### src/rtl/seq_scan_pkg.sv
// ---------------------------------------------------------------------------
// seq_scan_pkg
// Shared types and helpers for the serial run-of-ones scan controller.
//   state_t   : controller FSM encoding (IDLE=0, SHIFT=1, DONE=2)
//   width_for : number of bits needed to hold the values 0..max_value
// ---------------------------------------------------------------------------
package seq_scan_pkg;

    typedef enum logic [1:0] {
        IDLE  = 2'd0,
        SHIFT = 2'd1,
        DONE  = 2'd2
    } state_t;

    // Bits required to represent every value in 0..max_value (at least 1).
    function automatic int width_for(input int max_value);
        int w;
        w = 1;
        while ((1 << w) <= max_value) begin
            w = w + 1;
        end
        return w;
    endfunction

endpackage

### src/rtl/seq_scan_if.sv
// ---------------------------------------------------------------------------
// seq_scan_if
// Bundle of the word handshake, serial observation and result signals of
// seq_scan_ctrl.
//   master : word producer / status consumer side (drives in_valid, in_data,
//            abort; observes everything else)
//   slave  : the controller itself
// ---------------------------------------------------------------------------
interface seq_scan_if #(
    parameter int DATA_W = 10,
    parameter int CNT_W  = 4
);
    logic              in_valid;
    logic              in_ready;
    logic [DATA_W-1:0] in_data;
    logic              abort;
    logic              ser_x;
    logic              ser_vld;
    logic              z;
    logic              busy;
    logic              done;
    logic [CNT_W-1:0]  match_cnt;
    logic [CNT_W-1:0]  first_idx;
    logic              first_vld;

    modport master (
        output in_valid, in_data, abort,
        input  in_ready, ser_x, ser_vld, z, busy, done,
               match_cnt, first_idx, first_vld
    );

    modport slave (
        input  in_valid, in_data, abort,
        output in_ready, ser_x, ser_vld, z, busy, done,
               match_cnt, first_idx, first_vld
    );
endinterface

### src/rtl/seq_scan_run_detector.sv
// ---------------------------------------------------------------------------
// run_detector
// Mealy detector for RUN_LEN consecutive 1s on a serial bit stream.
//   clk, rst : clock, asynchronous active-high reset
//   clr      : clear the run counter (start of a new word)
//   en       : x carries a valid bit this cycle
//   x        : serial input bit
//   z        : combinational hit for the current bit
// The run counter saturates at RUN_LEN so long runs keep hitting on every
// further 1 without wrapping.
// ---------------------------------------------------------------------------
module run_detector
    import seq_scan_pkg::*;
#(
    parameter int RUN_LEN = 3
) (
    input  logic clk,
    input  logic rst,
    input  logic clr,
    input  logic en,
    input  logic x,
    output logic z
);

    localparam int RUN_W = width_for(RUN_LEN);
    localparam logic [RUN_W-1:0] RUN_MAX = RUN_W'(RUN_LEN);

    logic [RUN_W-1:0] run_reg;
    logic             run_long;

    always_ff @(posedge clk or posedge rst) begin
        if (rst) begin
            run_reg <= '0;
        end else if (clr) begin
            run_reg <= '0;
        end else if (en) begin
            if (!x) begin
                run_reg <= '0;
            end else if (run_reg != RUN_MAX) begin
                run_reg <= run_reg + RUN_W'(1);
            end
        end
    end

    // With RUN_LEN=1 every 1 is a hit, so no prior run is required.
    generate
        if (RUN_LEN == 1) begin : g_single
            assign run_long = 1'b1;
        end else begin : g_multi
            assign run_long = (run_reg >= RUN_W'(RUN_LEN - 1));
        end
    endgenerate

    assign z = en & x & run_long;

endmodule

### src/rtl/seq_scan_ctrl.sv
// ---------------------------------------------------------------------------
// seq_scan_ctrl
// Accepts one DATA_W-bit word per valid/ready handshake, shifts it MSB-first
// one bit per cycle through a run-of-ones detector, and reports the number
// of hits plus the bit index (0 = MSB) of the first hit when the word ends.
//   clk, rst   : clock, asynchronous active-high reset
//   bus.slave  : in_valid/in_ready/in_data handshake, abort,
//                ser_x/ser_vld/z serial view, busy/done status,
//                match_cnt/first_idx/first_vld results
// Timing: accept at cycle T, bits on T+1..T+DATA_W, done pulse at
// T+DATA_W+1, next accept possible at T+DATA_W+2.
// ---------------------------------------------------------------------------
module seq_scan_ctrl
    import seq_scan_pkg::*;
#(
    parameter int DATA_W  = 10,
    parameter int RUN_LEN = 3,
    parameter int CNT_W   = 4
) (
    input  logic       clk,
    input  logic       rst,
    seq_scan_if.slave  bus
);

    localparam int IDX_W = width_for(DATA_W - 1);
    localparam logic [IDX_W-1:0] IDX_LAST = IDX_W'(DATA_W - 1);

    state_t            state_reg;
    state_t            state_next;
    logic [DATA_W-1:0] shreg_reg;
    logic [IDX_W-1:0]  idx_reg;
    logic [CNT_W-1:0]  match_cnt_reg;
    logic [CNT_W-1:0]  first_idx_reg;
    logic              first_vld_reg;

    logic accept;
    logic shift_en;
    logic abort_scan;
    logic ser_bit;
    logic det_z;

    // ---------------- FSM ----------------
    always_ff @(posedge clk or posedge rst) begin
        if (rst) begin
            state_reg <= IDLE;
        end else begin
            state_reg <= state_next;
        end
    end

    always_comb begin
        state_next   = state_reg;
        accept       = 1'b0;
        bus.in_ready = 1'b0;
        shift_en     = 1'b0;
        abort_scan   = 1'b0;
        bus.busy     = 1'b0;
        bus.done     = 1'b0;
        case (state_reg)
            IDLE: begin
                // abort blocks acceptance even when a word is offered
                bus.in_ready = !bus.abort;
                if (bus.in_valid && !bus.abort) begin
                    accept     = 1'b1;
                    state_next = SHIFT;
                end
            end
            SHIFT: begin
                shift_en = 1'b1;
                bus.busy = 1'b1;
                if (bus.abort) begin
                    abort_scan = 1'b1;
                    state_next = IDLE;
                end else if (idx_reg == IDX_LAST) begin
                    state_next = DONE;
                end
            end
            DONE: begin
                // abort is deliberately ignored here: the word already finished
                bus.done   = 1'b1;
                state_next = IDLE;
            end
            default: begin
                state_next = IDLE;
            end
        endcase
    end

    // ---------------- serial datapath ----------------
    assign ser_bit     = shift_en & shreg_reg[DATA_W-1];
    assign bus.ser_x   = ser_bit;
    assign bus.ser_vld = shift_en;
    assign bus.z       = det_z;

    run_detector #(
        .RUN_LEN (RUN_LEN)
    ) u_det (
        .clk (clk),
        .rst (rst),
        .clr (accept),
        .en  (shift_en),
        .x   (ser_bit),
        .z   (det_z)
    );

    always_ff @(posedge clk or posedge rst) begin
        if (rst) begin
            shreg_reg     <= '0;
            idx_reg       <= '0;
            match_cnt_reg <= '0;
            first_idx_reg <= '0;
            first_vld_reg <= 1'b0;
        end else if (accept) begin
            shreg_reg     <= bus.in_data;
            idx_reg       <= '0;
            match_cnt_reg <= '0;
            first_idx_reg <= '0;
            first_vld_reg <= 1'b0;
        end else if (abort_scan) begin
            idx_reg       <= '0;
            match_cnt_reg <= '0;
            first_idx_reg <= '0;
            first_vld_reg <= 1'b0;
        end else if (shift_en) begin
            shreg_reg <= {shreg_reg[DATA_W-2:0], 1'b0};
            idx_reg   <= idx_reg + IDX_W'(1);
            if (det_z) begin
                if (match_cnt_reg != {CNT_W{1'b1}}) begin
                    match_cnt_reg <= match_cnt_reg + CNT_W'(1);
                end
                if (!first_vld_reg) begin
                    first_idx_reg <= CNT_W'(idx_reg);
                    first_vld_reg <= 1'b1;
                end
            end
        end
    end

    assign bus.match_cnt = match_cnt_reg;
    assign bus.first_idx = first_idx_reg;
    assign bus.first_vld = first_vld_reg;

endmodule
### src/flat_wrapper.sv
// flat-port wrapper written by rule: the top's interface ports become plain ports
module seq_scan_ctrl_flat import seq_scan_pkg::*;
#(
    parameter int DATA_W  = 10,
    parameter int RUN_LEN = 3,
    parameter int CNT_W   = 4
)
  (clk, rst, bus_in_valid, bus_in_data, bus_abort, bus_in_ready, bus_ser_x, bus_ser_vld, bus_z, bus_busy, bus_done, bus_match_cnt, bus_first_idx, bus_first_vld);
  seq_scan_if #(.DATA_W(DATA_W), .CNT_W(CNT_W)) bus_i ();
  input  logic clk;
  input  logic rst;
  input wire logic [$bits(bus_i.in_valid)-1:0] bus_in_valid;
  input wire logic [$bits(bus_i.in_data)-1:0] bus_in_data;
  input wire logic [$bits(bus_i.abort)-1:0] bus_abort;
  output wire logic [$bits(bus_i.in_ready)-1:0] bus_in_ready;
  output wire logic [$bits(bus_i.ser_x)-1:0] bus_ser_x;
  output wire logic [$bits(bus_i.ser_vld)-1:0] bus_ser_vld;
  output wire logic [$bits(bus_i.z)-1:0] bus_z;
  output wire logic [$bits(bus_i.busy)-1:0] bus_busy;
  output wire logic [$bits(bus_i.done)-1:0] bus_done;
  output wire logic [$bits(bus_i.match_cnt)-1:0] bus_match_cnt;
  output wire logic [$bits(bus_i.first_idx)-1:0] bus_first_idx;
  output wire logic [$bits(bus_i.first_vld)-1:0] bus_first_vld;
  assign bus_i.in_valid = bus_in_valid;
  assign bus_i.in_data = bus_in_data;
  assign bus_i.abort = bus_abort;
  assign bus_in_ready = bus_i.in_ready;
  assign bus_ser_x = bus_i.ser_x;
  assign bus_ser_vld = bus_i.ser_vld;
  assign bus_z = bus_i.z;
  assign bus_busy = bus_i.busy;
  assign bus_done = bus_i.done;
  assign bus_match_cnt = bus_i.match_cnt;
  assign bus_first_idx = bus_i.first_idx;
  assign bus_first_vld = bus_i.first_vld;
  seq_scan_ctrl #(.DATA_W(DATA_W), .RUN_LEN(RUN_LEN), .CNT_W(CNT_W)) u_core (.clk(clk), .rst(rst), .bus(bus_i));
endmodule
### config.mk
export PLATFORM = sky130hd
export DESIGN_NAME = seq_scan_ctrl_flat
export DESIGN_NICKNAME = d
export VERILOG_FILES = /design/src/rtl/seq_scan_pkg.sv /design/src/rtl/seq_scan_if.sv /design/src/rtl/seq_scan_run_detector.sv /design/src/rtl/seq_scan_ctrl.sv /design/src/flat_wrapper.sv
export SDC_FILE = /design/constraint.sdc
export NUM_CORES = 1
export LEC_CHECK = 0
export BUFFER_PORTS_ARGS = -buffer_cell sky130_fd_sc_hd__buf_2
export CORE_ASPECT_RATIO = 1.1
export CORE_UTILIZATION = 54
export DETAILED_ROUTE_END_ITERATION = 16
export PLACE_DENSITY = 0.79
export SLEW_MARGIN = 20
export SYNTH_ARGS = -nofsm -noshare
export SYNTH_HDL_FRONTEND = slang
export SYNTH_HIERARCHICAL = 1
export SYNTH_SLANG_ARGS = --single-unit
### constraint.sdc
create_clock -name clk -period 2.3 [get_ports clk]
set_clock_uncertainty 0.1 [all_clocks]
set_input_delay 0.46 -clock clk [delete_from_list [all_inputs] [get_ports clk]]
set_output_delay 0.46 -clock clk [all_outputs]
set_load 0.02 [all_outputs]
==> out/metrics.csv <==
metric,value,unit
grt total ovfl,0,
drt drc,0,
worst r2r src,u_core/state_reg[1],
reg2reg end,u_core/bus.match_cnt[0],
H-Tree Level Count,1,
"worst slack, placed",0.361,ns
top cell type's share of synthesized area,46.7,%
Die X,51.4,um
initial antenna violation count,0,
"Seq/Total Area, Yosys",46.7,%
Synth top cells by count,"27 x dfrtp_1, 17 x nand2_1, 14 x mux2i_1",
DR pass1 iterations,4,
Final Hold Fails,0,
hpwl dp,2000,um
setup_tns,0,ns
root buffer cell,clkbuf_4,
"CTS clk-pin slew, worst paths",0.14,ns
Hold Path Class,primary input to flop,
"Clk Latency, worst-skew pair",0.31,ns
DP Area,1590,um^2
Worst Tran Pin Value,0.344,ns
antenna cells,0,
RSZ-0062 raised after global routing,no,
max FFs per register,10,
run status,"finished, final reports clean",
Worst setup EP type,primary output,
global-route wire length before repair,4680,um
PD cells,584,nW/um^2
layout cells sized above 1,25.9,%
startpoint types,flop,
Post-Syn Area,1450,um^2
Post-synth EDFFs,0,
min Tclk post-route,2.06,ns
number of setup buffers added after CTS,0,
Finished Cell Area,1620,um^2
Cell Rows,19,
# nets final,190,
slowest cell on the critical path,dfrtp_1,
ys async rst share,100,%
Initial Utilization,57.4,%
Final Util,64.4,%
top post-synthesis cells by area,"dfrtp_1 47%, mux2i_1 9.7%, o21ai_1 4.5%, nand2_1 4.4%, ha_1 4.3%",
total routed wirelength,2750,um
Setup crit end,bus_z,
worst path required time,1.74,ns
synthesis-stage register bit count,27,
FF-to-FF path depth,7,
via count,1109,
Post-Syn Nets,159,
most common flop cell mapped by yosys,dfrtp_1,
synth unique cells,36,
period utilisation layout,89.4,%
DRT iter0 DRCs,15,
crit path DAT,1.50,ns
max-cap viol count,0,
top-count cell post-synth,dfrtp_1,
crit path kind,flop to primary output,
CP max FO,7,
"area leader, netlist",dfrtp_1,
GRT Resource Usage Total,21.0,%
final hold slack,0.239,ns
Worst R2R Setup Slack,0.32,ns
height of the die,56.3,um
worst relative slew slack,77.0,%
cells after synthesis,140,
Worst Setup SP,u_core/state_reg[1],
Core ar.,2520,um^2
cts bufs inserted,3,
total number of yosys warnings,6,
Leakage Power,0.872,nW
CTS tree,built,
Placed Cells,196,
gpl congestion,0.869,
Post-Syn Area per Cell,10.3,um^2
port bufs,28,
maximum vdd drop,555,uV
Fill cells,222,
Final setup viols,0,
Critical Path Max Stage Delay,0.43,ns
fin. max-slew vios,0,
Overall Power,0.948,mW
Top-Level Pins,29,
drt via density,5.52,
fmax,486,MHz
die footprint,2890,um^2
antenna-violating nets left,0,
routed len/inst,13.7,um
largest net degree at the start of global routing,27,
crit-path cells,"nor2b_4, and2_2, o211a_1, buf_2",
vias in the first global route,1059,
Finished Layout Cells,201,
Final Worst Setup Slack,0.243,ns
Area Overhead vs Synth,12.1,%
Max clock buf depth,2,
clock sink total,27,
report_power, final:
group	total, mW	switching, mW	leakage, nW	internal [mW]
clock	0.196	0.129	0.0150	0.0677
sequential	0.568	0.0377	0.360	0.531
combinational	0.183	0.100	0.497	0.0825
placed cells by master (no fill, tap or decap), types with 2 or more instances in the layout:
cell type,instances
buf_2,28
o21ai_1,13
o21bai_1,2
a21oi_1,4
ha_1,5
nand3b_1,2
dfrtp_1,27
nand2_1,17
clkbuf_4,3
nand2b_1,3
nor2b_4,2
o21a_1,2
o21ai_0,4
inv_1,5
nor3_1,3
buf_4,4
nand3_1,2
nor2_1,11
mux2i_1,14
worst min path at each step:
stage	from	endpoint	cells after the start
CTS	bus_in_data[3]	u_core/shreg_reg[3]	3
global route	bus_in_data[3]	u_core/shreg_reg[3]	3
detailed placement	rst	u_core/u_det/run_reg[0]	2
finish	bus_in_data[3]	u_core/shreg_reg[3]	3
global placement	rst	u_core/u_det/run_reg[1]	2
floorplan	rst	u_core/u_det/run_reg[0]	1
layer usage:
| metal | global-route usage (%) | part of all wire, % |
|---|---|---|
| met5 | 0 | 0 |
| met1 | 27.1 | 44 |
| met3 | 2.44 | 2.8 |
| met2 | 36.0 | 53 |
| met4 | 7.34 | 0.51 |
what timing repair did:
| item | 4_1_cts | 5_1_grt |
|---|---|---|
| hold buffers | 1 | 0 |
| hold endpoints to repair | 2 | 0 |
| gates resized for setup | 0 | 0 |
cells by family after synthesis:
family | count (synthesis) | share of synthesized area, %
adders and majority gates | 5 | 4.32
buffers and inverters | 12 | 6.22
AOI/OAI and AO/OA | 31 | 14.3
muxes | 14 | 9.68
DFF | 27 | 46.7
and+or+nand+nor | 51 | 18.8
worst max-delay path, delay by kind of cell (launching register included):
family,cells,cell delay [ns]
AND/OR/NAND/NOR,2,0.37
AO/OA/AOI/OAI,1,0.20
buffers and inverters,1,0.18
flip-flops,1,0.43
area by class of cell:
type,instances,area (um^2),area share [%]
well taps,31,38.8,2.39
multi-input cells,101,683,42.1
repair buffers,33,180,11.1
inverters,5,18.8,1.16
flip-flops and latches,27,676,41.6
clock buffers,4,26.3,1.62
Note: power is estimated with default switching activity, not from simulation.
